==> src/rtl/mem_arb_pkg.sv <==
// mem_arb_pkg
//   Shared types and defaults for the unified-memory port arbiter.
//   arb_state_t      : response FSM state, naming which requester owns the
//                      read data arriving this cycle.
//   DEFAULT_STARVE_LIMIT : default number of consecutive data grants allowed
//                      while a fetch is waiting.
package mem_arb_pkg;

    typedef enum logic [1:0] {
        IDLE    = 2'd0,
        RESP_F  = 2'd1,
        RESP_LD = 2'd2,
        RESP_ST = 2'd3
    } arb_state_t;

    localparam int DEFAULT_STARVE_LIMIT = 3;

endpackage

==> src/rtl/starve_counter.sv <==
// starve_counter
//   Saturating up-counter with synchronous clear. Counts consecutive data
//   grants taken while fetch is waiting; saturates at LIMIT.
//   Ports:
//     clock  in   system clock
//     reset  in   synchronous, active-high; clears the count
//     inc    in   increment request
//     clr    in   clear request (wins over inc)
//     cnt    out  CNTWIDTH  current count
module starve_counter #(
    parameter int CNTWIDTH = 2,
    parameter int LIMIT    = 3
) (
    input  logic                clock,
    input  logic                reset,
    input  logic                inc,
    input  logic                clr,
    output logic [CNTWIDTH-1:0] cnt
);

    localparam logic [CNTWIDTH-1:0] LIMIT_C = CNTWIDTH'(LIMIT);

    always_ff @(posedge clock) begin
        if (reset || clr) begin
            cnt <= '0;
        end else if (inc && (cnt != LIMIT_C)) begin
            cnt <= cnt + CNTWIDTH'(1);
        end
    end

endmodule

==> src/rtl/mem_port_arbiter.sv <==
// mem_port_arbiter
//   Arbitrates the single-ported unified memory between instruction fetch and
//   the data (load/store) stage. Data has priority; after STARVELIMIT
//   consecutive data grants against a waiting fetch, the fetch wins one cycle.
//   Read data returns one cycle after the grant and is routed to its owner.
//   Ports:
//     clock, reset                  clock, synchronous active-high reset
//     fetchReq/fetchAddr            fetch request and instruction address
//     fetchGnt/fetchValid/fetchInstr  fetch grant, response valid, instruction
//     dataReq/dataWe/dataAddr/dataWdata  data request, store flag, addr, data
//     dataGnt/dataValid/dataRdata   data grant, response valid, load data
//     memEn/memWe/memAddr/memWdata  memory port controls
//     memRdata                      synchronous memory read data
//     stallFetch/stallData          request pending but not granted
module mem_port_arbiter
    import mem_arb_pkg::*;
#(
    parameter int WIDTH            = 16,
    parameter int INSTRUCTIONWIDTH = 24,
    parameter int STARVELIMIT      = DEFAULT_STARVE_LIMIT,
    parameter int CNTWIDTH         = 2
) (
    input  logic                        clock,
    input  logic                        reset,

    input  logic                        fetchReq,
    input  logic [WIDTH-1:0]            fetchAddr,
    output logic                        fetchGnt,
    output logic                        fetchValid,
    output logic [INSTRUCTIONWIDTH-1:0] fetchInstr,

    input  logic                        dataReq,
    input  logic                        dataWe,
    input  logic [WIDTH-1:0]            dataAddr,
    input  logic [WIDTH-1:0]            dataWdata,
    output logic                        dataGnt,
    output logic                        dataValid,
    output logic [WIDTH-1:0]            dataRdata,

    output logic                        memEn,
    output logic                        memWe,
    output logic [WIDTH-1:0]            memAddr,
    output logic [INSTRUCTIONWIDTH-1:0] memWdata,
    input  logic [INSTRUCTIONWIDTH-1:0] memRdata,

    output logic                        stallFetch,
    output logic                        stallData
);

    localparam logic [CNTWIDTH-1:0] LIMIT_C = CNTWIDTH'(STARVELIMIT);

    logic [CNTWIDTH-1:0]         starveCnt;
    arb_state_t                  respState_p1;
    arb_state_t                  respStateNext;
    logic [INSTRUCTIONWIDTH-1:0] instrHold_p1;
    logic [WIDTH-1:0]            loadHold_p1;

    // ---- Stage p0: request cycle (grant, port mux, stalls) ----

    always_comb begin
        dataGnt  = 1'b0;
        fetchGnt = 1'b0;
        if (!reset) begin
            dataGnt  = dataReq && !(fetchReq && (starveCnt == LIMIT_C));
            fetchGnt = fetchReq && !dataGnt;
        end
    end

    assign stallFetch = fetchReq && !fetchGnt;
    assign stallData  = dataReq && !dataGnt;

    always_comb begin
        memEn    = fetchGnt || dataGnt;
        memWe    = 1'b0;
        memAddr  = '0;
        memWdata = '0;
        if (dataGnt) begin
            memAddr  = dataAddr;
            memWe    = dataWe;
            memWdata = {{(INSTRUCTIONWIDTH-WIDTH){1'b0}}, dataWdata};
        end else if (fetchGnt) begin
            memAddr = fetchAddr;
        end
    end

    // Counter clears whenever fetch is served or stops asking, so it only
    // measures an unbroken run of data grants against a waiting fetch.
    starve_counter #(
        .CNTWIDTH (CNTWIDTH),
        .LIMIT    (STARVELIMIT)
    ) u_starve (
        .clock (clock),
        .reset (reset),
        .inc   (dataGnt && fetchReq),
        .clr   (fetchGnt || !fetchReq),
        .cnt   (starveCnt)
    );

    always_comb begin
        respStateNext = IDLE;
        if (fetchGnt) begin
            respStateNext = RESP_F;
        end else if (dataGnt) begin
            respStateNext = dataWe ? RESP_ST : RESP_LD;
        end
    end

    // ---- Stage p1: response cycle (read data routing, hold registers) ----

    always_ff @(posedge clock) begin
        if (reset) begin
            respState_p1 <= IDLE;
        end else begin
            respState_p1 <= respStateNext;
        end
    end

    // Holds capture only real read responses; a store response leaves the
    // load hold untouched. Reset discards a response still in flight.
    always_ff @(posedge clock) begin
        if (reset) begin
            instrHold_p1 <= '0;
            loadHold_p1  <= '0;
        end else begin
            if (respState_p1 == RESP_F) begin
                instrHold_p1 <= memRdata;
            end
            if (respState_p1 == RESP_LD) begin
                loadHold_p1 <= memRdata[WIDTH-1:0];
            end
        end
    end

    always_comb begin
        fetchValid = 1'b0;
        dataValid  = 1'b0;
        fetchInstr = instrHold_p1;
        dataRdata  = loadHold_p1;
        if (!reset) begin
            unique case (respState_p1)
                RESP_F: begin
                    fetchValid = 1'b1;
                    fetchInstr = memRdata;
                end
                RESP_LD: begin
                    dataValid = 1'b1;
                    dataRdata = memRdata[WIDTH-1:0];
                end
                RESP_ST: begin
                    dataValid = 1'b1;
                end
                default: begin
                end
            endcase
        end
    end

endmodule

==> config.mk <==
export PLATFORM = sky130hd
export DESIGN_NAME = mem_port_arbiter
export DESIGN_NICKNAME = d
export VERILOG_FILES = /design/src/rtl/mem_arb_pkg.sv /design/src/rtl/starve_counter.sv /design/src/rtl/mem_port_arbiter.sv
export SDC_FILE = /design/constraint.sdc
export NUM_CORES = 1
export LEC_CHECK = 0
export CAP_MARGIN = 20
export CORE_ASPECT_RATIO = 0.5
export CORE_MARGIN = 2
export CORE_UTILIZATION = 30
export DETAILED_ROUTE_END_ITERATION = 10
export PLACE_DENSITY = 0.8
export SLEW_MARGIN = 5
export SYNTH_ARGS = -nofsm -noshare
export SYNTH_HDL_FRONTEND = slang
export SYNTH_SLANG_ARGS = --single-unit
==> constraint.sdc <==
create_clock -name clock -period 2.7 [get_ports clock]
set_input_delay 0.81 -clock clock [delete_from_list [all_inputs] [get_ports clock]]
set_output_delay 0.81 -clock clock [all_outputs]
set_load 0.02 [all_outputs]
---- Word level (Yosys, flattened, before mapping) ----
Index checks and enable logic that the tools add are counted.
W data, S select, Z words.
storage, ports and cells
  register bits after elaboration ......... 44
  bits of input ports ..................... 77
operators by class
  add/sub/neg operators ................... 1
  eq/ne operators ......................... 5
  mux-type cells .......................... 17
  bitwise operators ....................... 1
  reductions and logical operators ........ 17
operators with widths
  operator               count
  $mux W16               5
  $mux W24               2
  $mux W1                10
  $logic_and A1 B1 Y1    7
  $eq A2 B2 Y1 const B   3
  $logic_not A1 Y1       5
  $logic_or A1 B1 Y1     3
  $reduce_or A3 Y1       1
  $add A2 B1 Y2 const B  1
  $eq A2 B1 Y1 const B   1
  $ne A2 B2 Y1 const B   1
  $reduce_or A2 Y1       1
  $not A1 Y1             1

---- Depth between registers and ports, before layout ----
Gate-level depths: netlist of the first run.
  depth in word-level cells ............... 9
  depth in mapped cells ................... 6
  gate-level depth less buffers ........... 4

---- Modules after synthesis ----
From an unflattened synthesis of the first run, not the netlist that was laid out.
unflattened totals
  cell total of the unflattened synthesis .. 295
  area total of the unflattened synthesis .. 2,571.2 µm²
by module, submodules not included
  module            instances  cells each  area an instance (µm²)  seq. area each (µm²)
  mem_port_arbiter  1          287         2,466.1                 840.8
  starve_counter    1          8           105.1                   40.0

---- Least setup slack after synthesis of the first run ----
No wires, ideal clock.
  path kind ............................... input to output
  start ................................... input reset
  end ..................................... output dataRdata[10]
  arrival ................................. 1.829 ns
  setup slack ............................. 0.061 ns
  stages on the path ...................... 5
  path buffers ............................ 2
  cell sequence ........................... nor2b_2 nor2b_4 buf_6 buf_12 mux2_4
on the way
  cells in the longest elaborated chain, start to end .. 1
ends and longest elaborated chain
  what             line                     RTL
  start, declared  mem_port_arbiter.sv:24   input logic reset,
  $mux W16         mem_port_arbiter.sv:139  if (!reset) begin
  end, declared    mem_port_arbiter.sv:38   output logic [WIDTH-1:0] dataRdata,
Every way passes these cells.

---- Worst setup path after layout of the first run ----
  start ................................... input reset
  end ..................................... output fetchInstr[15]
on the way
  cells in the longest elaborated chain, start to end .. 1
ends and longest elaborated chain
  what           line                     RTL
  $mux W24       mem_port_arbiter.sv:139
  end, declared  mem_port_arbiter.sv:30   output logic [INSTRUCTIONWIDTH-1:0] fetchInstr,
Every way passes these cells.

==> impl_metrics.csv, run 1 <==
group,metric,value,unit
outcome,status,"finished clean",
critical_path,r2r-start,"respState_p1[0]",
critical_path,critPathMaxStageDelay,290,ps
yosys,synth_seq_cells,44,
yosys,synth_cells,314,
timing,max_freq,0.371,GHz
clocking,clockBufferDepth,2,
yosys,async_flop_share,0,%
global_route,grt_remaining_overflow,0,
placement,place_ws,-737,ps
clocking,root_buffer,"clkbuf_16",
critical_path,reg2reg_slack,1270,ps
clocking,htree_levels,2,
die,core,0.00862,mm^2
placement,io_buffers,156,
clocking,numCtsBuffers,5,
yosys,yosys_warnings,0,
critical_path,cp_common_cell,"buf_6",
global_route,grt_pass1_wl,13400,um
timing,final_hold_viol_count,0,
pwr,peakVddDrop,206,uV
timing,finalMaxSlewViolations,0,
drt,vias_per_cell,4.56,
hold_path,min_delay_worst_endpoint,"u_starve.cnt[0]",
cells_and_area,area_delta_synth_final,75.5,%
cells_and_area,drive_gt1_share,34.9,%
yosys,ys.flop_type,"dfxtp_1",
placement,gp_congestion,0.716,
pwr,p_per_area,405,mW/mm^2
die,fp.dieH,70.3,um
yosys,syn_area_per_cell,8.41,um^2
global_route,grt_max_degree,28,
yosys,netlist_area,0.00264,mm^2
cells_and_area,nNetsFinal,565,
timing,setup_ws,5.58,ps
drt,first_iter_violations,145,
drt,dr.pass1.iters,4,
drt,avgRoutedWirePerCell,13.8,um
pwr,p_leak,0.00200,uW
timing,period_needed,2690,ps
critical_path,arrival,1880,ps
placement,hpwl,6110,um
drt,wirelength,8360,um
run,cap_violations,0,
hold_path,hold_path_class,"flip-flop to flip-flop",
critical_path,worst-setup-path-type,"input port to output port",
yosys,synth_edf_count,0,
timing,rsz0062_at_grt,"true",
critical_path,worstRegToRegCells,4,
critical_path,path_max_fanout,13,
clocking,hold_buffers,0,
timing,relSlewSlack,52.8,%
critical_path,crit_path_top_delay_cell,"mux2_4",
critical_path,cp_cell_sequence,"buf_8 > buf_4 > nor2_8 > buf_12 > buf_6 > mux2_4 > buf_6",
die,start_util,30.6,%
timing,finClkSkew,3.24,ps
clocking,path_clk_slew,60,ps
global_route,antenna_found_initial,0,
timing,post-route-period-util,99.8,%
hold_path,whs_path_depth,1,
critical_path,critPathLaunchType,"input port",
global_route,grt_usage,17.3,%
yosys,ys_seq_area_share,33.4,%
die,die_w,137,um
timing,worst_pin_slew,707,ps
drt,drc,0,
drt,ant_nets,0,
die,die_area,0.00961,mm^2
yosys,synth.distinct_cells,30,
cells_and_area,diodes,0,
global_route,grt_pass1_vias,2766,
critical_path,crit_path_end_kind,"output port",
drt,vias,2757,
clocking,cts.sinks,44,
die,num_rows,24,
hold_path,min_from,"u_starve.cnt[0]",
clocking,clkLatencyLatePin,290,ps
timing,setup_viol,0,
critical_path,reg2reg_to,"loadHold_p1[2]",
pwr,p_total,1870,uW
critical_path,cp.required,1890,ps
clocking,cts_tree,"yes",
die,pin_count,165,
==> cell families after synthesis <==
| group | count (synthesis) | share of synthesized area, % |
|---|---|---|
| adder cells (fa/ha/maj) | 1 | 0.474 |
| other | 1 | 0.142 |
| AO/OA/AOI/OAI | 60 | 14.1 |
| AND/OR/NAND/NOR | 132 | 23.3 |
| buffers and inverters | 36 | 8.91 |
| flip-flops | 44 | 33.4 |
| multiplexers | 40 | 19.8 |
==> flip-flops by register name, summed over array words and instances, names as in the netlist <==
name	count
u_starve.cnt	2
respState_p1	2
loadHold_p1	16
instrHold_p1	24
==> worst max-delay path by stage <==
stage,slack (ps),endpoint,from,cells past startpoint
global route,-30,dataRdata[12],reset,6
finish,6,fetchInstr[15],reset,7
global placement,-680,memAddr[6],dataReq,6
detailed placement,-740,memAddr[6],fetchReq,7
floorplan,60,dataRdata[10],reset,5
CTS,-50,dataRdata[13],reset,7
==> report_power, final <==
part | internal, uW | switching [uW] | total [uW]
Sequential | 679 | 14.5 | 693
Combinational | 318 | 277 | 595
Clock | 336 | 250 | 586
==> metrics by stage <==
| stage | cells | cell area [um^2] | setup TNS (ps) | utilization (%) | hold WS (ps) |
|---|---|---|---|---|---|
| after global routing | 604 | 4630 | -276 | 53.7 | 452 |
| after CTS | 605 | 4570 | -257 | 53.1 | 433 |
| after floorplan | 321 | 2670 | 0 | - | 398 |
| after global placement | 591 | 4460 | -38130 | 51.7 | 411 |
| after detailed placement | 591 | 4460 | -39620 | 51.7 | 420 |
| final | 604 | 4630 | 0 | 53.7 | 433 |
==> layout by cell type (no fill, tap or decap) <==
master,n
conb_1,8
buf_6,31
buf_2,26
nand2_1,82
clkbuf_16,5
and2_4,8
buf_16,1
nor2b_1,2
mux2_2,5
nor2_1,19
nor3b_1,1
a32oi_2,2
dfxtp_1,44
mux2_1,8
a21oi_1,41
buf_8,1
clkinv_2,1
clkinvlp_4,1
buf_4,38
nor3b_4,1
mux2_4,27
and2_1,11
nor2b_4,2
dlygate4sd2_1,5
clkbuf_2,1
nor4bb_1,1
clkdlybuf4s50_1,74
ha_1,1
a32oi_1,14
nor2b_2,1
inv_1,1
buf_12,6
a21boi_0,1
nor2_8,1
clkdlybuf4s15_2,11
o21a_1,1
a21boi_2,1
nand2b_1,3
==> critical path, delay by kind of cell <==
| family | cells | cell delay (ps) |
|---|---|---|
| multiplexers | 1 | 290 |
| AND/OR/NAND/NOR | 1 | 130 |
| buffers and inverters | 5 | 650 |
==> cells in the mapped netlist (2+ instances only) <==
cell,number,area share (%)
a21oi_1,41,7.8
nand2b_1,3,0.71
nor2b_1,3,0.71
mux2_1,9,3.8
a32oi_1,16,5.3
dfxtp_1,44,33
nand2_1,82,12
buf_1,6,0.85
clkbuf_1,2,0.28
nor2_1,19,2.7
mux2_4,19,11
mux2_2,12,5.1
and2_1,19,4.5
buf_8,2,1.1
buf_2,13,2.5
buf_4,10,2.8
==> layout make-up <==
type                       instances  area (um^2)
inverter                           1         3.75
tap                              117          146
fill                             785         3990
sequential                        44          881
clock inverter                     2         12.5
clock buffer                       5          125
multi-input combinational        241         1620
timing repair buffer             194         1840
==> what timing repair did <==
| item | in CTS | in global routing |
|---|---|---|
| hold endpoints to repair | 0 | 0 |
| setup buffers | 4 | 1 |
| gates cloned | 3 | 0 |
| pin swaps | 1 | 2 |
| setup endpoints to repair | 79 | 47 |
| gates resized for setup | 341 | 51 |
==> per-layer routing <==
layer	wire (um)	global-route usage [%]
met3	528	4.28
met1	3550	20.7
met5	0	0
met2	4240	31.2
met4	48	3.94
No activity file was read; power rests on OpenSTA's default activity.
==> run 2, diff against run 1 <==
Settings changed: CELL_PAD_IN_SITES_DETAIL_PLACEMENT from default to 0, CELL_PAD_IN_SITES_GLOBAL_PLACEMENT from default to 2, CORE_UTILIZATION 30 to 19, PLACE_DENSITY 0.8 to 0.91.
==> impl_metrics.csv, run 2 (synthesis results as in run 1) <==
group,metric,value,unit
critical_path,crit_path_top_delay_cell,"mux2_1",
timing,setup_viol,0,
clocking,clockBufferDepth,2,
clocking,htree_levels,2,
critical_path,critPathLaunchType,"input port",
critical_path,worst-setup-path-type,"input port to output port",
critical_path,worstRegToRegCells,5,
die,fp.dieH,87.4,um
pwr,peakVddDrop,196,uV
global_route,grt_usage,12.0,%
critical_path,cp_common_cell,"buf_12",
critical_path,cp_top_family,"buffers and inverters",
global_route,grt_pass1_wl,14100,um
pwr,p_total,1910,uW
hold_path,min_from,"u_starve.cnt[0]",
timing,post-route-period-util,99.9,%
cells_and_area,layout_common_cells,"nand2_1, clkdlybuf4s50_1, dfxtp_1",
die,start_util,19.5,%
critical_path,crit_path_end_kind,"output port",
critical_path,reg2reg_to,"loadHold_p1[13]",
critical_path,cp.required,1890,ps
global_route,grt_max_degree,25,
drt,avgRoutedWirePerCell,13.1,um
die,core,0.0136,mm^2
placement,detailed_place.area,0.00460,mm^2
critical_path,reg2reg_slack,1130,ps
cells_and_area,largest_reg_flops,24,
drt,dr.pass1.iters,4,
critical_path,critPathBufInv,4,
cells_and_area,nNetsFinal,573,
cells_and_area,drive_gt1_share,35.7,%
die,die_area,0.0149,mm^2
clocking,numCtsBuffers,5,
clocking,root_buffer,"clkbuf_16",
drt,drc,0,
cells_and_area,post-route-util,35.1,%
drt,ant_nets,0,
global_route,grt_pass1_vias,2785,
die,pin_count,165,
drt,first_iter_violations,83,
critical_path,path_max_fanout,9,
cells_and_area,final_area,0.00475,mm^2
timing,period_needed,2700,ps
cells_and_area,diodes,0,
hold_path,min_delay_worst_endpoint,"u_starve.cnt[0]",
timing,max_freq,0.371,GHz
critical_path,cp_cell_sequence,"buf_12 > buf_4 > nor2_8 > buf_12 > mux2_1 > buf_2",
critical_path,r2r-start,"respState_p1[1]",
timing,hold_ws,426,ps
hold_path,whs_path_depth,1,
clocking,cts_tree,"yes",
die,die_w,171,um
placement,gp_congestion,0.691,
outcome,status,"finished clean",
cells_and_area,top_register,"instrHold_p1",
critical_path,arrival,1890,ps
die,num_rows,30,
critical_path,critPathMaxStageDelay,330,ps
timing,rsz0062_at_grt,"true",
timing,finalMaxSlewViolations,0,
drt,wirelength,9010,um
global_route,antenna_found_initial,0,
cells_and_area,top_regs,"instrHold_p1: 24 flops, loadHold_p1: 16 flops",
cells_and_area,final_common_cell,"nand2_1",
timing,setup_ws,2.35,ps
placement,io_buffers,156,
timing,worst_pin_slew,742,ps
timing,relSlewSlack,50.6,%
pwr,p_leak,0.00204,uW
clocking,hold_buffers,0,
clocking,cts.sinks,44,
drt,vias_per_cell,4.01,
clocking,path_clk_slew,60,ps
clocking,clkLatencyLatePin,280,ps
run,cap_violations,0,
pwr,p_per_area,401,mW/mm^2
hold_path,hold_path_class,"flip-flop to flip-flop",
timing,finClkSkew,5.65,ps
drt,vias,2762,
placement,place_ws,-709,ps
timing,final_hold_viol_count,0,
placement,hpwl,6640,um
global_route,grt_remaining_overflow,0,
cells_and_area,area_delta_synth_final,80.0,%
[run 2: cell count changes in the layout (fill, tap and decap cells not counted), moves of 3 or more]
cell / previous run / this run
and2_1: 11 / 17
mux2_4: 27 / 31
clkdlybuf4s15_2: 11 / 7
clkbuf_2: 1 / 5
buf_4: 38 / 41
mux2_1: 8 / 4
and2_4: 8 / 2
buf_2: 26 / 34
[run 2: metal layers]
layer / share of wire [%] / GRT usage, % / vias to the layer above
met5: 0 / 0 / -
met4: 0.43 / 2.10 / 0
met3: 5.7 / 2.82 / 2
met2: 49 / 21.7 / 77
met1: 45 / 14.8 / 1277
li1: - / - / 1406
[run 2: how the worst max path moves through the flow]
| stage | slack, ps | to | cells past startpoint | start |
|---|---|---|---|---|
| 2_1_floorplan | 60 | dataRdata[10] | 5 | reset |
| 6_report | 2 | fetchInstr[8] | 6 | reset |
| 3_3_place_gp | -670 | memWdata[11] | 6 | fetchReq |
| 4_1_cts | -40 | fetchInstr[18] | 6 | reset |
| 3_5_place_dp | -710 | memWdata[12] | 6 | fetchReq |
| 5_1_grt | -50 | dataRdata[12] | 6 | reset |
[run 2: worst register-to-register path, stage by stage, from the launching register on]
cell and delay (ps):
dfxtp_1 350, buf_4 130, nor2b_1 540, buf_4 300, nand2_1 70, a21oi_1 120
[run 2: power breakdown]
part | internal (uW) | switching (uW)
sequential | 679 | 14.7
combinational | 322 | 279
clock | 368 | 244
[run 2: area by class of cell]
class / count / area (um^2)
Fill cell: 1442 / 8800
Timing Repair Buffer: 202 / 1850
Multi-Input combinational cell: 241 / 1620
Sequential cell: 44 / 881
Tap cell: 192 / 240
Clock buffer: 6 / 139
Clock inverter: 2 / 15.0
Inverter: 1 / 3.75
[run 2: timing repair]
action,CTS,global route
pin swaps,1,1
endpoints found under the setup margin,79,51
setup buffers,5,0
resized for setup,344,44
cloned,2,1
[run 2: metrics by stage]
step / instances / TNS (ps)
finish: 688 / 0
global route: 688 / -917
CTS: 689 / -171
detailed placement: 674 / -42570
global placement: 674 / -41450
floorplan: 321 / 0
